==> src/rtl/udp_rx_fcs_check_if.sv <==
// GMII receive input plus the de-framed byte stream and per-frame status output.
// The master side drives GMII; the slave side is the FCS checker.
interface udp_rx_fcs_check_if;
    logic        gmii_rx_dv;
    logic [7:0]  gmii_rxd;
    logic        out_en;
    logic [7:0]  out_data;
    logic        out_sof;
    logic        frame_done;
    logic [1:0]  frame_err;
    logic [15:0] frame_len;

    modport master (
        output gmii_rx_dv, gmii_rxd,
        input  out_en, out_data, out_sof, frame_done, frame_err, frame_len
    );

    modport slave (
        input  gmii_rx_dv, gmii_rxd,
        output out_en, out_data, out_sof, frame_done, frame_err, frame_len
    );
endinterface

==> src/rtl/udp_rx_fcs_check.sv <==
// GMII receive framer: strips preamble/SFD, checks CRC-32, strips FCS through a
// 4-byte delay line, and reports length/error status once per frame.
module udp_rx_fcs_check #(
    parameter int MIN_LEN = 64,
    parameter int MAX_LEN = 1518
) (
    input  logic              clk,
    input  logic              rst,
    udp_rx_fcs_check_if.slave bus
);
    typedef enum logic [1:0] {IDLE, PREAMBLE, BODY, DROP} state_t;

    localparam logic [31:0] CRC_POLY    = 32'hEDB88320;
    localparam logic [31:0] CRC_RESIDUE = 32'hDEBB20E3;
    localparam logic [16:0] CNT_MAX     = '1;
    localparam logic [16:0] MIN_N       = 17'(MIN_LEN);
    localparam logic [16:0] MAX_N       = 17'(MAX_LEN);

    function automatic logic [31:0] crc_byte(input logic [31:0] crc, input logic [7:0] d);
        logic [31:0] c;
        c = crc;
        for (int i = 0; i < 8; i++)
            c = (c[0] ^ d[i]) ? ((c >> 1) ^ CRC_POLY) : (c >> 1);
        return c;
    endfunction

    state_t          state_q, state_d;
    logic [2:0]      pre_cnt_q, pre_cnt_d;
    logic [31:0]     crc_q, crc_d, crc_next;
    logic [16:0]     cnt_q, cnt_d, len_full;
    logic [3:0][7:0] dly_q, dly_d;
    logic            out_en_q, out_en_d;
    logic [7:0]      out_data_q, out_data_d;
    logic            out_sof_q, out_sof_d;
    logic            done_q, done_d;
    logic [1:0]      err_q, err_d;
    logic [15:0]     len_q, len_d;

    assign crc_next = crc_byte(crc_q, bus.gmii_rxd);
    assign len_full = cnt_q - 17'd4;

    // NOTE: every variable gets a default first, so no path leaves one unassigned and infers a latch.
    always_comb begin
        state_d    = state_q;
        pre_cnt_d  = pre_cnt_q;
        crc_d      = crc_q;
        cnt_d      = cnt_q;
        dly_d      = dly_q;
        out_en_d   = 1'b0;
        out_data_d = 8'h00;
        out_sof_d  = 1'b0;
        done_d     = 1'b0;
        err_d      = err_q;
        len_d      = len_q;

        case (state_q)
            IDLE: begin
                if (bus.gmii_rx_dv) begin
                    if (bus.gmii_rxd == 8'h55) begin
                        state_d   = PREAMBLE;
                        pre_cnt_d = 3'd1;
                    end else begin
                        state_d = DROP;
                    end
                end
            end
            PREAMBLE: begin
                if (!bus.gmii_rx_dv) begin
                    state_d = IDLE;
                end else if (bus.gmii_rxd == 8'hD5) begin
                    state_d = BODY;
                    crc_d   = '1;
                    cnt_d   = '0;
                end else if (bus.gmii_rxd == 8'h55 && pre_cnt_q != 3'd7) begin
                    pre_cnt_d = pre_cnt_q + 3'd1;
                end else begin
                    state_d = DROP;
                end
            end
            BODY: begin
                if (bus.gmii_rx_dv) begin
                    crc_d = crc_next;
                    dly_d = {dly_q[2:0], bus.gmii_rxd};
                    if (cnt_q != CNT_MAX) cnt_d = cnt_q + 17'd1;
                    // Once four bytes are buffered, the oldest can no longer be FCS.
                    if (cnt_q >= 17'd4) begin
                        out_en_d   = 1'b1;
                        out_data_d = dly_q[3];
                        out_sof_d  = (cnt_q == 17'd4);
                    end
                end else begin
                    state_d = IDLE;
                    done_d  = 1'b1;
                    if (cnt_q < 17'd4)     len_d = 16'h0000;
                    else if (len_full[16]) len_d = 16'hFFFF;
                    else                   len_d = len_full[15:0];
                    if (cnt_q > MAX_N)              err_d = 2'b11;
                    else if (cnt_q < MIN_N)         err_d = 2'b10;
                    else if (crc_q != CRC_RESIDUE)  err_d = 2'b01;
                    else                            err_d = 2'b00;
                end
            end
            DROP: begin
                if (!bus.gmii_rx_dv) state_d = IDLE;
            end
            default: state_d = IDLE;
        endcase
    end

    // NOTE: sequential state uses non-blocking assignments so all registers update together.
    // NOTE: the delay line is reset like any other register so no stale byte survives reset.
    always_ff @(posedge clk or posedge rst) begin
        if (rst) begin
            state_q    <= IDLE;
            pre_cnt_q  <= '0;
            crc_q      <= '1;
            cnt_q      <= '0;
            dly_q      <= '0;
            out_en_q   <= 1'b0;
            out_data_q <= '0;
            out_sof_q  <= 1'b0;
            done_q     <= 1'b0;
            err_q      <= '0;
            len_q      <= '0;
        end else begin
            state_q    <= state_d;
            pre_cnt_q  <= pre_cnt_d;
            crc_q      <= crc_d;
            cnt_q      <= cnt_d;
            dly_q      <= dly_d;
            out_en_q   <= out_en_d;
            out_data_q <= out_data_d;
            out_sof_q  <= out_sof_d;
            done_q     <= done_d;
            err_q      <= err_d;
            len_q      <= len_d;
        end
    end

    assign bus.out_en     = out_en_q;
    assign bus.out_data   = out_data_q;
    assign bus.out_sof    = out_sof_q;
    assign bus.frame_done = done_q;
    assign bus.frame_err  = err_q;
    assign bus.frame_len  = len_q;
endmodule

==> src/flat_wrapper.sv <==
// flat-port wrapper written by rule: the top's interface ports become plain ports
module udp_rx_fcs_check_flat 
#(
    parameter int MIN_LEN = 64,
    parameter int MAX_LEN = 1518
)
  (clk, rst, bus_gmii_rx_dv, bus_gmii_rxd, bus_out_en, bus_out_data, bus_out_sof, bus_frame_done, bus_frame_err, bus_frame_len);
  udp_rx_fcs_check_if bus_i ();
  input  logic clk;
  input  logic rst;
  input wire logic [$bits(bus_i.gmii_rx_dv)-1:0] bus_gmii_rx_dv;
  input wire logic [$bits(bus_i.gmii_rxd)-1:0] bus_gmii_rxd;
  output wire logic [$bits(bus_i.out_en)-1:0] bus_out_en;
  output wire logic [$bits(bus_i.out_data)-1:0] bus_out_data;
  output wire logic [$bits(bus_i.out_sof)-1:0] bus_out_sof;
  output wire logic [$bits(bus_i.frame_done)-1:0] bus_frame_done;
  output wire logic [$bits(bus_i.frame_err)-1:0] bus_frame_err;
  output wire logic [$bits(bus_i.frame_len)-1:0] bus_frame_len;
  assign bus_i.gmii_rx_dv = bus_gmii_rx_dv;
  assign bus_i.gmii_rxd = bus_gmii_rxd;
  assign bus_out_en = bus_i.out_en;
  assign bus_out_data = bus_i.out_data;
  assign bus_out_sof = bus_i.out_sof;
  assign bus_frame_done = bus_i.frame_done;
  assign bus_frame_err = bus_i.frame_err;
  assign bus_frame_len = bus_i.frame_len;
  udp_rx_fcs_check #(.MIN_LEN(MIN_LEN), .MAX_LEN(MAX_LEN)) u_core (.clk(clk), .rst(rst), .bus(bus_i));
endmodule
==> config.mk <==
export PLATFORM = sky130hd
export DESIGN_NAME = udp_rx_fcs_check_flat
export DESIGN_NICKNAME = d
export VERILOG_FILES = /design/src/rtl/udp_rx_fcs_check_if.sv /design/src/rtl/udp_rx_fcs_check.sv /design/src/flat_wrapper.sv
export SDC_FILE = /design/constraint.sdc
export NUM_CORES = 1
export LEC_CHECK = 0
export BUFFER_PORTS_ARGS = -buffer_cell sky130_fd_sc_hd__buf_2
export CORE_MARGIN = 1
export CORE_UTILIZATION = 40
export DETAILED_ROUTE_END_ITERATION = 16
export PLACE_DENSITY = 0.63
export SLEW_MARGIN = 10
export SYNTH_ARGS = -nofsm -noshare
export SYNTH_HDL_FRONTEND = slang
export SYNTH_SLANG_ARGS = --single-unit
==> constraint.sdc <==
create_clock -name clk -period 10.25 [get_ports clk]
set_input_delay 2.05 -clock clk [delete_from_list [all_inputs] [get_ports clk]]
set_output_delay 2.05 -clock clk [all_outputs]
set_load 0.05 [all_outputs]
== After elaboration in Yosys (flattened, before gate mapping) ==
Index checks and enable logic that the tools add are counted.

* Add/subtract/negate cells: 3
* Multiply operators: 0
* Divide/modulo/power cells: 0
* Magnitude comparators: 4
* Equality and inequality tests: 19
* Shift-type cells: 0
* Mux-type cells: 46
* Bitwise logic cells: 17
* Reductions and logical operators: 11

{| class="wikitable"
|+ Operators with widths
! cell !! count
|-
| $mux W32 || 11
|-
| $not A13 Y14 || 8
|-
| $mux W17 || 4
|-
| $pmux W32 S2 || 1
|-
| $pmux W17 S2 || 1
|-
| $mux W16 || 2
|-
| $ne A32 B32 Y1 const B || 1
|-
| $mux W8 || 3
|-
| $add A17 B1 Y17 const B || 1
|-
| $eq A17 B3 Y1 const B || 1
|-
| $ge A17 B3 Y1 const B || 1
|-
| $gt A17 B11 Y1 const B || 1
|-
| $lt A17 B3 Y1 const B || 1
|-
| $lt A17 B7 Y1 const B || 1
|-
| $ne A17 B17 Y1 const B || 1
|-
| $sub A17 B3 Y17 const B || 1
|-
| $mux W2 || 8
|-
| $mux W3 || 5
|-
| $ne A2 B2 Y1 const B || 5
|-
| $mux W1 || 9
|-
| $eq A8 B7 Y1 const B || 1
|-
| $eq A8 B8 Y1 const B || 1
|-
| $ne A2 B1 Y1 const B || 4
|-
| $xor A1 B1 Y1 || 8
|-
| 17 further kinds || 20
|}

* Bits in registers: 115
* Bits in latches: 0
* RAM bits: 0
* Memory bits (read-only): 0
* Input port bits: 11
* Output and inout bits: 29
* Memories kept: 0

== Depth between registers and ports, before layout ==
Gate-level depths: netlist of run 1.

* Depth in word-level cells: 18
* Depth in mapped cells: 12
* Gate-level depth less buffers: 10

== Worst setup path after synthesis of run 1 ==
Ideal clock, no wire load.

* Kind: input -> register
* From: input bus_gmii_rxd[5]
* To: register u_core.crc_q[21]
* Data arrival time: 3355 ps
* Slack: 6816 ps
* Cell stages on the path: 6
* Buffers on the path: 0
* Cells stage by stage: xnor2_2 -> xnor2_1 -> xor2_2 -> xnor2_2 -> xor2_1 -> o22a_1

* Longest elaborated chain between the ends: 7
* Elaborated cells between the ends (all ways): 10
* Those cells by class: eq/ne: 2; mux: 5; bitwise: 2; reduce/logical: 1

{| class="wikitable"
|+ RTL lines
! element !! line !! source
|-
| start, declared || flat_wrapper.sv:12 || <nowiki>input wire logic [$bits(bus_i.gmii_rxd)-1:0] bus_gmii_rxd;</nowiki>
|-
| $xor A1 B1 Y1 || udp_rx_fcs_check.sv:23 || <nowiki>c = (c[0] ^ d[i]) ? ((c >> 1) ^ CRC_POLY) : (c >> 1);</nowiki>
|-
| $mux W32 (2 in a row) || udp_rx_fcs_check.sv:23 ||
|-
| $not A13 Y14 (no source line) || n/a ||
|-
| $mux W32 || udp_rx_fcs_check.sv:23 ||
|-
| $mux W32 || udp_rx_fcs_check.sv:81 || <nowiki>if (bus.gmii_rx_dv) begin</nowiki>
|-
| $pmux W32 S2 || udp_rx_fcs_check.sv:56 || <nowiki>case (state_q)</nowiki>
|-
| end signal, assigned || udp_rx_fcs_check.sv:128 || <nowiki>crc_q <= crc_d;</nowiki>
|-
| end, declared || udp_rx_fcs_check.sv:29 || <nowiki>logic [31:0] crc_q, crc_d, crc_next;</nowiki>
|}

Several ways; a longest one is shown, not always the timed one. The select of a mux whose other input is x is not followed.
A chain may end at the register's enable or synchronous reset.

== Final worst setup path of run 1 ==
Ends and elaborated chain as after synthesis.

==> flow_summary.toml, run 1 <==
[outcome]
outcome = "finished clean"

[clock_tree]
h-tree-depth = 4
cts.sinks = 115
clk_path_buf_depth = 2
clockRootBuffer = "clkbuf_16"
postCtsResizedCells = 0
cts_tree = "yes"
numCtsBuffers = 17
clk_pin_slew_ns = 0.05
ctsHoldBuffers = 0
clkLatencyLatePin_ns = 0.41
cts_setup_buffers = 0

[critical_path]
path_delay_family = "XOR/XNOR gates"
end_kind = "flip-flop"
critPathKind = "input pin to flip-flop"
crit_slowest_cell = "xnor2_2"
rr_worst_depth = 10
cp_max_fo = 5
r2r-end = "u_core.cnt_q[11]"
worst-path-buf-inv = 1
worst_ep_arrival_time_ns = 3.74
worstPathCellList = "buf_2 > xnor2_2 > xnor2_1 > xor2_2 > xnor2_2 > xor2_1 > o22a_1"
startpoint_type = "input pin"
required_ns = 10.59
reg2reg_slack_ns = 7.63
r2r_start = "u_core.cnt_q[6]"
cpMostUsedCell = "xnor2_2"
cp.depth = 7
critPathMaxStageDelay_ns = 0.51

[grt]
grt_pass1_vias = 3995
use_met2_pct = 28.6
busiest_layer = "met2"
grt.overflow.total = 0
grt_pass1_wl_um = 20100
antenna_found_initial = 0
grt_use_met3_pct = 4.51
grt_max_degree = 90
use_met1_pct = 22.8
grtUsageTotal_pct = 17.7

[logic_synthesis]
synth_edf_count = 0
synth.distinct_cells = 55
synth-seq-cells = 115
syn-instance-count = 492
synthArstFlopShare_pct = 100
synth_area_um2 = 5830
synth_nets = 510
ys.flop_type = "dfrtp_1"
yosysWarnings = 0
ys_seq_area_share_pct = 50.1
syn_area_per_cell_um2 = 11.8

[timing]
setup-tns-final_ns = 0
relSlewSlack_pct = 25.9
final.min_clock_period_ns = 3.40
setup_violations = 0
hold_slack_ns = 0.471
max_freq_mhz = 294
layout_setup_ws_ns = 6.85
worstMarginPinSlew_ns = 1.11
drv_slew = 0
final.period_utilization_pct = 33.2
fin_skew_ns = 0.00563
hold_viol_final = 0
rsz0062_at_grt = "false"

[finish]
layout_common_cells = "83 x dfrtp_1, 54 x xnor2_1, 39 x buf_2"
fin_util_pct = 48.1
multiInputGateArea_um2 = 2790
layout-drive-gt1-share_pct = 30.7
finalNonFillerCells = 721
fill_cells = 1287
final_common_cell = "dfrtp_1"
nets = 546
register_area_um2 = 2920
syn2layout_area_growth_pct = 15.9
antennaDiodeCount = 0

[route]
vias = 3773
drc = 0
first_pass_iters = 4
via_per_inst = 5.23
drtIter0Drc = 191
wl_per_cell_um = 16.5
routed_wirelength_um = 11900
ant_nets = 0

[place]
dp.cells = 689
hpwlAfterDp_um = 8350
gp_congestion = 0.820
place.port_buffers = 39
place_ws_ns = 6.44

[power]
p_seq_share_pct = 31.6
internal-power_w = 0.00153
comb_power_share_pct = 45.7
switchingPower_w = 0.000947
ir_drop_mv = 0.277
power_density_nw_per_um2 = 367
pwr-share-clk_pct = 22.6
swShare_pct = 38.2
leakage_nw = 2.95

[floorplanning]
core_um2 = 14000
die_w_um = 123
rows = 43
die_h_um = 123
die_area_um2 = 15100
pin_count = 40
start_util_pct = 41.5

[job]
drv_cap = 0

[min_path]
min_path_cells = 1
hp-class = "flip-flop to flip-flop"
holdCritStartpoint = "u_core.bus.frame_len[2]"
min_to = "u_core.bus.frame_len[2]"
## layer usage
metal | part of all wire (%) | up-vias | wire [um]
met5 | 0 | - | 0
met4 | 1.4 | 0 | 172
met3 | 3.5 | 14 | 416
met2 | 49 | 63 | 5850
met1 | 46 | 1901 | 5430
li1 | - | 1795 | -
## cells by family after synthesis
logic type	share of synthesized area, %
AO/OA/AOI/OAI	9.82
XOR/XNOR	17.8
adder cells (fa/ha/maj)	1.50
buffers and inverters	2.06
flip-flops	50.1
multiplexers	6.57
AND/OR/NAND/NOR	12.2
## flip-flops by register name, summed over array words and instances, names as in the netlist
register,flops
u_core.state_q,2
u_core.bus.out_sof,1
u_core.bus.frame_len,16
u_core.bus.frame_done,1
u_core.cnt_q,17
u_core.pre_cnt_q,3
u_core.crc_q,32
u_core.bus.out_data,8
u_core.bus.out_en,1
u_core.bus.frame_err,2
u_core.dly_q,32
## worst reg2reg max path, stage by stage (launching register included)
cell	delay, ns
dfrtp_1	0.47
and3_1	0.29
and4_1	0.24
and3_1	0.21
and4_1	0.20
ha_1	0.19
nand2_1	0.12
nor4b_2	0.41
nand4_1	0.17
xor2_1	0.16
nor2_1	0.09
## cell type report
cell class	instances	area share, %
flip-flops and latches	115	43.2
multi-input cells	347	41.4
clock buffers	21	6.97
repair buffers	43	3.34
well taps	180	3.34
clock inverters	11	1.54
inverters	4	0.259
## how the worst max path moves through the flow
| stage | from | endpoint | slack, ns |
|---|---|---|---|
| global route | bus_gmii_rx_dv | u_core.bus.frame_len[3] | 6.73 |
| detailed placement | bus_gmii_rxd[5] | u_core.crc_q[21] | 6.44 |
| floorplan | rst | u_core.bus.frame_done | 5.21 |
| finish | bus_gmii_rxd[5] | u_core.crc_q[21] | 6.85 |
| CTS | bus_gmii_rxd[5] | u_core.crc_q[21] | 6.87 |
| global placement | bus_gmii_rxd[5] | u_core.crc_q[21] | 6.46 |
## per-stage QoR
| step | area [um2] | power, W |
|---|---|---|
| 2_1_floorplan | 5830 | 0.00171 |
| 3_3_place_gp | 6180 | 0.00190 |
| 3_5_place_dp | 6180 | 0.00193 |
| 4_1_cts | 6750 | 0.00251 |
| 5_1_grt | 6750 | 0.00263 |
| 6_report | 6750 | 0.00248 |
## synth_stat cells, types with 8 or more instances
library cell / count / area, um2
nor2_1: 39 / 146
a21oi_1: 14 / 70.1
and2_1: 8 / 50.1
xnor2_1: 54 / 473
clkbuf_1: 21 / 78.8
o21ai_0: 13 / 65.1
nand2_1: 27 / 101
a21o_1: 11 / 82.6
xor2_1: 25 / 219
o22a_1: 27 / 236
dfstp_2: 32 / 841
nand3_1: 14 / 70.1
mux2_2: 34 / 383
dfrtp_1: 83 / 2080
## power groups by stage
stage	Clock, W	Sequential [W]	Combinational, W
floorplan	0	0.000860	0.000846
global placement	0	0.000786	0.00112
detailed placement	0	0.000791	0.00114
CTS	0.000573	0.000785	0.00115
global route	0.000594	0.000805	0.00123
finish	0.000561	0.000785	0.00114
No activity file was read; power rests on OpenSTA's default activity.
==> inputs of run 2 (changes only) <==
- clock period: 10.25 -> 3.2 ns (I/O delays scaled with it)
==> flow_summary.toml, run 2 (same netlist as run 1, synthesis figures left out) <==
[place]
hpwlAfterDp_um = 8350
gp_congestion = 0.853
place_ws_ns = 0.598
place.port_buffers = 39

[timing]
drv_slew = 0
layout_setup_ws_ns = 0.538
setup-tns-final_ns = 0
final.period_utilization_pct = 83.2
setup_violations = 0
relSlewSlack_pct = 46.9
max_freq_mhz = 376
worstMarginPinSlew_ns = 0.793
rsz0062_at_grt = "false"
fin_skew_ns = 0.00928
final.min_clock_period_ns = 2.66
hold_viol_final = 0

[finish]
layout-drive-gt1-share_pct = 31.0
multiInputGateArea_um2 = 2790
antennaDiodeCount = 0
fill_cells = 1231
register_area_um2 = 2920
layout_common_cells = "83 x dfrtp_1, 54 x xnor2_1, 39 x buf_2"
syn2layout_area_growth_pct = 17.3
nets = 551
fin_util_pct = 48.7
final_common_cell = "dfrtp_1"
top_regs = "u_core.crc_q (32), u_core.dly_q (32), u_core.cnt_q (17)"

[critical_path]
critPathKind = "flip-flop to flip-flop"
required_ns = 3.55
cp_max_fo = 8
crit_start = "u_core.cnt_q[6]"
end_kind = "flip-flop"
worst_ep_arrival_time_ns = 3.01
r2r_start = "u_core.cnt_q[6]"
worstPathCellList = "and3_1 > and4_1 > and3_1 > and4_1 > ha_1 > nand2_1 > nor4b_2 > nand4_1 > xor2_1 > nor2_1"
path_delay_family = "simple AND/OR/NAND/NOR gates"
reg2reg_slack_ns = 0.54
startpoint_type = "flip-flop"
rr_worst_depth = 10
worst-path-buf-inv = 0
cp.depth = 10
crit_slowest_cell = "dfrtp_1"
critPathMaxStageDelay_ns = 0.48

[route]
met2_length_um = 5580
drtIter0Drc = 218
via_per_inst = 5.17
top_layer = "met4"
first_pass_iters = 4
drc = 0
wl_per_cell_um = 16.2
ant_nets = 0
routed_wirelength_um = 11700
dr_wl_met3_um = 396
vias = 3757
m1WireLength_um = 5570

[floorplanning]
die_h_um = 123
rows = 43
die_w_um = 123
die_area_um2 = 15100
core_um2 = 14000
pin_count = 40
start_util_pct = 41.5

[clock_tree]
clockRootBuffer = "clkbuf_16"
cts_tree = "yes"
h-tree-depth = 4
clkLatencyLatePin_ns = 0.42
cts_setup_buffers = 0
numCtsBuffers = 17
clk_pin_slew_ns = 0.05
ctsHoldBuffers = 0
postCtsResizedCells = 0
clk_path_buf_depth = 2
cts.sinks = 115

[grt]
grt.overflow.total = 0
grt_pass1_wl_um = 20000
grt_max_degree = 64
grt_pass1_vias = 3910
antenna_found_initial = 0
grtUsageTotal_pct = 17.8

[min_path]
hp-class = "input pin to async pin"

[power]
leakage_nw = 2.99
ir_drop_mv = 0.707
power_density_nw_per_um2 = 1180

[job]
drv_cap = 0

[outcome]
outcome = "finished clean"
==> run 2: final timing paths <==
| kind | end |
|---|---|
| max in group asynchronous | u_core.crc_q[27] |
| setup reg to reg | u_core.cnt_q[11] |
| min in group clk | u_core.bus.frame_len[5] |
| hold / removal | u_core.bus.frame_len[12] |
| hold reg to reg | u_core.bus.frame_len[5] |
| setup / recovery | u_core.cnt_q[11] |
==> run 2: layer usage <==
metal / track usage (%) / vias up
met4: 8.31 / 0
met5: 0 / -
met3: 4.28 / 17
li1: - / 1807
met2: 28.3 / 59
met1: 22.7 / 1874
==> run 2: where the power goes <==
group	total, W	internal, W	switching (W)
Sequential	0.00249	0.00209	0.000407
Combinational	0.00364	0.00172	0.00193
Clock	0.00192	0.00128	0.000645
Total	0.00806	0.00508	0.00298
==> run 2: per-stage QoR <==
stage	cells	hold slack, ns	total power [W]	cell area, um2
floorplan	492	0.447	0.00547	5830
global placement	694	0.454	0.00610	6230
detailed placement	694	0.461	0.00617	6230
CTS	726	0.253	0.00814	6840
global route	726	0.269	0.00857	6840
finish	726	0.243	0.00806	6840
==> run 2: layout make-up <==
cell class,instances,share of cell area (%)
flip-flops and latches,115,42.7
clock inverters,9,1.87
clock buffers,23,6.99
repair buffers,48,4.03
well taps,180,3.29
multi-input cells,347,40.9
inverters,4,0.275
==> run 2: worst reg2reg max path: stages, from the launching register on <==
cell and delay, ns:
dfrtp_1 0.48, and3_1 0.28, and4_1 0.24, and3_1 0.20
and4_1 0.19, ha_1 0.19, nand2_1 0.10, nor4b_2 0.47
nand4_1 0.19, xor2_1 0.17, nor2_1 0.09
